==> config.mk <==
export PLATFORM = sky130hd
export DESIGN_NAME = unified_mem_arbiter_flat
export DESIGN_NICKNAME = d
export VERILOG_FILES = /design/src/rtl/unified_mem_arbiter_if.sv /design/src/rtl/unified_mem_arbiter.sv /design/src/flat_wrapper.sv
export SDC_FILE = /design/constraint.sdc
export NUM_CORES = 1
export LEC_CHECK = 0
export BUFFER_PORTS_ARGS = -buffer_cell sky130_fd_sc_hd__clkbuf_2
export CORE_AREA = 5 5 108 110
export CTS_BUF_LIST = sky130_fd_sc_hd__clkbuf_2 sky130_fd_sc_hd__clkbuf_4 sky130_fd_sc_hd__clkbuf_8
export DETAILED_ROUTE_END_ITERATION = 8
export DIE_AREA = 0 0 113 115
export SYNTH_ARGS = -nofsm -noshare
export SYNTH_HDL_FRONTEND = slang
export SYNTH_SLANG_ARGS = --single-unit
==> constraint.sdc <==
create_clock -name clk -period 3.5 [get_ports clk]
set_clock_uncertainty 0.15 [all_clocks]
set_input_delay 0.7 -clock clk [delete_from_list [all_inputs] [get_ports clk]]
set_output_delay 0.7 -clock clk [all_outputs]
set_load 0.05 [all_outputs]
==> src/rtl/unified_mem_arbiter_if.sv <==
// Bundle between the unified memory arbiter, its two requesters (IF and MEM stage)
// and the single-ported memory. The arbiter takes the slave view.
interface unified_mem_arbiter_if #(
   parameter int ADDR_W = 32,
   parameter int DATA_W = 32
);
   // Handshake: a requester holds req and payload stable until it sees its gnt;
   // gnt is combinational in the request cycle and lasts one cycle per access.
   // Read data comes back with rvalid exactly one cycle after the gnt.
   logic              if_req;
   logic [ADDR_W-1:0] if_addr;
   logic              d_rd;
   logic              d_wr;
   logic [ADDR_W-1:0] d_addr;
   logic [DATA_W-1:0] d_wdata;
   logic [1:0]        d_size;
   logic [DATA_W-1:0] m_rdata;
   logic              if_gnt;
   logic              d_gnt;
   logic              if_rvalid;
   logic [DATA_W-1:0] if_rdata;
   logic              d_rvalid;
   logic [DATA_W-1:0] d_rdata;
   logic [ADDR_W-1:0] m_addr;
   logic [DATA_W-1:0] m_wdata;
   logic [1:0]        m_size;
   logic              m_re;
   logic              m_we;
   logic              if_stall;
   logic [15:0]       conflict_cnt;

   modport slave (
      input  if_req, if_addr, d_rd, d_wr, d_addr, d_wdata, d_size, m_rdata,
      output if_gnt, d_gnt, if_rvalid, if_rdata, d_rvalid, d_rdata,
             m_addr, m_wdata, m_size, m_re, m_we, if_stall, conflict_cnt
   );

   modport master (
      output if_req, if_addr, d_rd, d_wr, d_addr, d_wdata, d_size, m_rdata,
      input  if_gnt, d_gnt, if_rvalid, if_rdata, d_rvalid, d_rdata,
             m_addr, m_wdata, m_size, m_re, m_we, if_stall, conflict_cnt
   );
endinterface

==> src/rtl/unified_mem_arbiter.sv <==
// Arbitrates the single memory port between instruction fetch and load/store,
// steers the one-cycle-late read data to its owner and counts access conflicts.
module unified_mem_arbiter #(
   parameter int ADDR_W   = 32,
   parameter int DATA_W   = 32,
   parameter int MAX_WAIT = 2
) (
   input  logic       clk,
   input  logic       rst,
   unified_mem_arbiter_if.slave bus,
   output logic [1:0] rsp_state_o
);
   typedef enum logic [1:0] {RSP_NONE = 2'd0, RSP_IF = 2'd1, RSP_D = 2'd2} rsp_e;

   localparam logic [3:0] MAX_WAIT_L = 4'(MAX_WAIT);

   rsp_e        rsp_q, rsp_d;
   logic [3:0]  wait_q, wait_d;
   logic [15:0] cnt_q, cnt_d;

   logic              d_req, fetch_pri, if_gnt, d_gnt;
   logic [ADDR_W-1:0] m_addr;
   logic [DATA_W-1:0] m_wdata;
   logic [1:0]        m_size;
   logic              m_re, m_we;

   assign d_req     = bus.d_rd | bus.d_wr;
   assign fetch_pri = (wait_q >= MAX_WAIT_L);
   // Data normally wins a conflict; a fetch starved MAX_WAIT times takes the port.
   assign if_gnt    = ~rst & bus.if_req & (~d_req | fetch_pri);
   assign d_gnt     = ~rst & d_req & ~if_gnt;

   always_comb begin
      m_addr  = '0;
      m_wdata = '0;
      m_size  = 2'b00;
      m_re    = 1'b0;
      m_we    = 1'b0;
      if (if_gnt) begin
         m_addr = bus.if_addr;
         m_size = 2'b10;
         m_re   = 1'b1;
      end else if (d_gnt) begin
         m_addr  = bus.d_addr;
         m_wdata = bus.d_wdata;
         m_size  = bus.d_size;
         m_we    = bus.d_wr;
         m_re    = bus.d_rd & ~bus.d_wr;
      end
   end

   always_comb begin
      rsp_d = RSP_NONE;
      if (if_gnt)                              rsp_d = RSP_IF;
      else if (d_gnt & bus.d_rd & ~bus.d_wr)   rsp_d = RSP_D;
   end

   always_comb begin
      wait_d = wait_q;
      if (~bus.if_req | if_gnt)  wait_d = 4'd0;
      else if (wait_q != 4'hF)   wait_d = wait_q + 4'd1;
      cnt_d = cnt_q;
      if (bus.if_req & d_req & (cnt_q != 16'hFFFF)) cnt_d = cnt_q + 16'd1;
   end

   always_ff @(posedge clk) begin
      if (rst) begin
         rsp_q  <= RSP_NONE;
         wait_q <= 4'd0;
         cnt_q  <= 16'd0;
      end else begin
         rsp_q  <= rsp_d;
         wait_q <= wait_d;
         cnt_q  <= cnt_d;
      end
   end

   // rst gates the responses too, so a read granted just before reset never surfaces.
   assign bus.if_rvalid    = ~rst & (rsp_q == RSP_IF);
   assign bus.d_rvalid     = ~rst & (rsp_q == RSP_D);
   assign bus.if_rdata     = bus.if_rvalid ? bus.m_rdata : '0;
   assign bus.d_rdata      = bus.d_rvalid  ? bus.m_rdata : '0;
   assign bus.if_gnt       = if_gnt;
   assign bus.d_gnt        = d_gnt;
   assign bus.if_stall     = ~rst & bus.if_req & ~if_gnt;
   assign bus.m_addr       = m_addr;
   assign bus.m_wdata      = m_wdata;
   assign bus.m_size       = m_size;
   assign bus.m_re         = m_re;
   assign bus.m_we         = m_we;
   assign bus.conflict_cnt = cnt_q;
   assign rsp_state_o      = rsp_q;
endmodule

==> src/flat_wrapper.sv <==
// flat-port wrapper written by rule: the top's interface ports become plain ports
module unified_mem_arbiter_flat 
#(
   parameter int ADDR_W   = 32,
   parameter int DATA_W   = 32,
   parameter int MAX_WAIT = 2
)
  (clk, rst, rsp_state_o, bus_if_req, bus_if_addr, bus_d_rd, bus_d_wr, bus_d_addr, bus_d_wdata, bus_d_size, bus_m_rdata, bus_if_gnt, bus_d_gnt, bus_if_rvalid, bus_if_rdata, bus_d_rvalid, bus_d_rdata, bus_m_addr, bus_m_wdata, bus_m_size, bus_m_re, bus_m_we, bus_if_stall, bus_conflict_cnt);
  unified_mem_arbiter_if #(.ADDR_W(ADDR_W), .DATA_W(DATA_W)) bus_i ();
  input  logic clk;
  input  logic rst;
  output logic [1:0] rsp_state_o;
  input wire logic [$bits(bus_i.if_req)-1:0] bus_if_req;
  input wire logic [$bits(bus_i.if_addr)-1:0] bus_if_addr;
  input wire logic [$bits(bus_i.d_rd)-1:0] bus_d_rd;
  input wire logic [$bits(bus_i.d_wr)-1:0] bus_d_wr;
  input wire logic [$bits(bus_i.d_addr)-1:0] bus_d_addr;
  input wire logic [$bits(bus_i.d_wdata)-1:0] bus_d_wdata;
  input wire logic [$bits(bus_i.d_size)-1:0] bus_d_size;
  input wire logic [$bits(bus_i.m_rdata)-1:0] bus_m_rdata;
  output wire logic [$bits(bus_i.if_gnt)-1:0] bus_if_gnt;
  output wire logic [$bits(bus_i.d_gnt)-1:0] bus_d_gnt;
  output wire logic [$bits(bus_i.if_rvalid)-1:0] bus_if_rvalid;
  output wire logic [$bits(bus_i.if_rdata)-1:0] bus_if_rdata;
  output wire logic [$bits(bus_i.d_rvalid)-1:0] bus_d_rvalid;
  output wire logic [$bits(bus_i.d_rdata)-1:0] bus_d_rdata;
  output wire logic [$bits(bus_i.m_addr)-1:0] bus_m_addr;
  output wire logic [$bits(bus_i.m_wdata)-1:0] bus_m_wdata;
  output wire logic [$bits(bus_i.m_size)-1:0] bus_m_size;
  output wire logic [$bits(bus_i.m_re)-1:0] bus_m_re;
  output wire logic [$bits(bus_i.m_we)-1:0] bus_m_we;
  output wire logic [$bits(bus_i.if_stall)-1:0] bus_if_stall;
  output wire logic [$bits(bus_i.conflict_cnt)-1:0] bus_conflict_cnt;
  assign bus_i.if_req = bus_if_req;
  assign bus_i.if_addr = bus_if_addr;
  assign bus_i.d_rd = bus_d_rd;
  assign bus_i.d_wr = bus_d_wr;
  assign bus_i.d_addr = bus_d_addr;
  assign bus_i.d_wdata = bus_d_wdata;
  assign bus_i.d_size = bus_d_size;
  assign bus_i.m_rdata = bus_m_rdata;
  assign bus_if_gnt = bus_i.if_gnt;
  assign bus_d_gnt = bus_i.d_gnt;
  assign bus_if_rvalid = bus_i.if_rvalid;
  assign bus_if_rdata = bus_i.if_rdata;
  assign bus_d_rvalid = bus_i.d_rvalid;
  assign bus_d_rdata = bus_i.d_rdata;
  assign bus_m_addr = bus_i.m_addr;
  assign bus_m_wdata = bus_i.m_wdata;
  assign bus_m_size = bus_i.m_size;
  assign bus_m_re = bus_i.m_re;
  assign bus_m_we = bus_i.m_we;
  assign bus_if_stall = bus_i.if_stall;
  assign bus_conflict_cnt = bus_i.conflict_cnt;
  unified_mem_arbiter #(.ADDR_W(ADDR_W), .DATA_W(DATA_W), .MAX_WAIT(MAX_WAIT)) u_core (.clk(clk), .rst(rst), .bus(bus_i), .rsp_state_o(rsp_state_o));
endmodule
==> run metrics <==
status complete, no violations; HP Start u_core.bus.conflict_cnt[11]; Row Count 38; crit path DAT 2.52 ns; number of H-tree levels 1; Final Setup Violations 0; Worst-Margin Slew 0.7176 ns; number of global-route vias before repair 2,955; commonest non-fill, non-tap cell in the layout clkbuf_2; CP cell instances inv_1 -> ha_1 -> nor4_1 -> o21ai_0 -> buf_4 -> a211oi_4 -> buf_12 -> and2_1 -> clkbuf_2; Crit. End Element output pin; final hold viol count 0; Ports 290; Pre-antenna DRT Iters 4; fin crit share 96.15%; fin crit period 3.365 ns; hold endpoint u_core.bus.conflict_cnt[11]; Leakage 2.221 nW; Clock Latency Late Sink 0.26 ns; area growth from synthesis to layout 95.51%; Max Transition Viols Final 0; routed vias 3,181; top cell type's share of synthesized area 28.66%; DR DRC count 0; cells after synthesis 283; Synth Register Bits 22; Layout Nets 701; Die Wd 113 um; Placeable Area 10,600 um2; antenna cells 0; setup_tns 0 ns; Starting Density 19.97%; routability congestion estimate from global placement 0.8603; Setup Fix Bufs, Post-CTS 0; RSZ-0062 raised after global routing no; FF-to-FF path depth 5; Port Buffers 289; first-pass GRT wire length 15.48 mm; worst reg2reg endpoint u_core.bus.conflict_cnt[14]; Hold Slack 0.3658 ns; post_cts resized 0; share of post-route cells with drive strength above 1 55.34%; gr ovfl total 0; WS Path Type reg -> out; Synth Net Count 421; synth top area cells and2_1 (29%), dfxtp_1 (21%), a22o_1 (13%), clkbuf_1 (2.7%), nor2_1 (2.5%); Worst setup SP type register; root buffer cell clkbuf_8; met2 WL 5.286 mm; Avg Inst Size Synth 7.481 um2; Avg WL per Cell 15.48 um; most frequent cells in the layout clkbuf_2 (266), and2_1 (97), a22o_1 (32); CTS Hold Bufs 0; die height 115 um; worst r2r src u_core.bus.conflict_cnt[0]; max_cap viols 0; CTS tree yes; max frequency 297.2 MHz; Max Root-Sink Buffers 2; FILL cells 1,100; antenna violations before repair 1; Global Route Usage Sum 14.49%; critical path required time 2.65 ns; ANT nets after route 0; worst relative slew slack 51.72%; die area 13,000 um2; Clock transition at path regs 0.08 ns; met3 wire length 1.377 mm; cell taking the most area after synthesis and2_1; CP peak stage delay 0.39 ns; cell area after synthesis 2117 um2; CTS sink cnt 22; final wirelength 10.86 mm; distinct cell type count of the synthesized netlist 43; peak supply drop 228.6 uV; Met1 Wirelength 4.101 mm; Max Fanout on Critical Path 67; slowest CP cell dfxtp_1; Warnings, synthesis 0; DP Wirelength 9.579 mm; Via-to-Cell Ratio 4.531; Power Density 242.2 nW/um2; sequential area share after synthesis 20.80%; uppermost layer routed met5; worst hold path type reg -> reg; Starting DRT DRC Count 96; TritonCTS buffer count 3; Hold Path Depth 2; reg-to-reg slack, setup 1.22 ns; largest net degree at the start of global routing 68
[final cells by class]
cell class | count | area (um2) | area share [%]
multi-input cells | 236 | 1597 | 38.57
repair buffers | 296 | 1857 | 44.86
flip-flops and latches | 22 | 440.4 | 10.64
inverters | 4 | 15.01 | 0.3628
clock buffers | 4 | 55.05 | 1.330
well taps | 140 | 175.2 | 4.232
[critical path: cells and delay by family (launching register included)]
kind,cells,cell delay (ns)
and+or+nand+nor,2,0.44
AOI/OAI and AO/OA,2,0.41
buffers and inverters,4,0.78
DFF,1,0.39
adders and majority gates,1,0.20
[power breakdown]
| part | leakage [nW] | switching, mW | internal (mW) | total (mW) |
|---|---|---|---|---|
| Clock | 0.0288 | 0.0847 | 0.100 | 0.185 |
| Combinational | 2.01 | 0.355 | 0.203 | 0.558 |
| Sequential | 0.178 | 0.00515 | 0.254 | 0.259 |
| Total | 2.22 | 0.445 | 0.557 | 1.00 |
[sequential cells by signal (all words and copies together) (netlist names)]
register / count
u_core.bus.conflict_cnt: 16
u_core.rsp_state_o: 2
u_core.wait_q: 4
[per-stage QoR]
step / cell area (um2) / setup WS [ns] / cells / util [%] / total power, mW
global route: 4139 / 0.003085 / 702 / 39.04 / 1.041
global placement: 4084 / 0.4882 / 698 / 38.52 / 0.8238
detailed placement: 4084 / 0.4316 / 698 / 38.52 / 0.8271
finish: 4139 / 0.1349 / 702 / 39.04 / 1.002
floorplan: 2122 / 0.1417 / 283 / - / 0.5905
CTS: 4139 / 0.1332 / 702 / 39.04 / 1.011
[per-layer routing]
layer,GRT usage (%),vias to the layer above
met5,0,-
met2,24.80,187
met1,18.09,1415
li1,-,1569
met4,0.9615,2
met3,5.737,8
[worst max-delay path by stage]
stage                     start               to  depth (start not counted)
6_report       u_core.wait_q[0]   bus_m_wdata[1]                          9
5_1_grt        u_core.wait_q[0]   bus_m_wdata[0]                          9
4_1_cts        u_core.wait_q[0]  bus_m_wdata[19]                          9
3_5_place_dp   u_core.wait_q[0]  bus_m_wdata[19]                          9
3_3_place_gp           bus_d_wr   bus_m_addr[16]                          7
2_1_floorplan          bus_d_wr   bus_m_addr[26]                          5
[synth_stat cells, drive strengths merged]
cell type   n
and2       97
conb        1
inv         4
o21ai       9
and4        1
nor4bb      2
a311oi      1
mux2i       1
a21oi       8
nand2b      1
a22o       32
dfxtp      22
or3         7
o41ai       1
buf         6
or4         3
nor3        5
a41oi       1
nand3       4
o2111ai     1
xnor2       1
nand4       4
clkbuf     15
mux2        2
and3b       2
nor3b       3
or3b        1
a21o        1
nor2       14
nor2b       3
ha          3
a31oi       1
o31ai       3
and3        1
o2111a      1
o211ai      2
nand2       9
a211oi      3
nor4        7
[cells by family after synthesis]
logic type               synth area share, %
AO/OA/AOI/OAI                          22.93
XOR/XNOR                              0.4138
adder cells (fa/ha/maj)                1.773
buffers and inverters                  5.082
flip-flops                             20.80
multiplexers                           1.537
other                                 0.1771
AND/OR/NAND/NOR                        47.28
(Power assumes the default switching activity.)
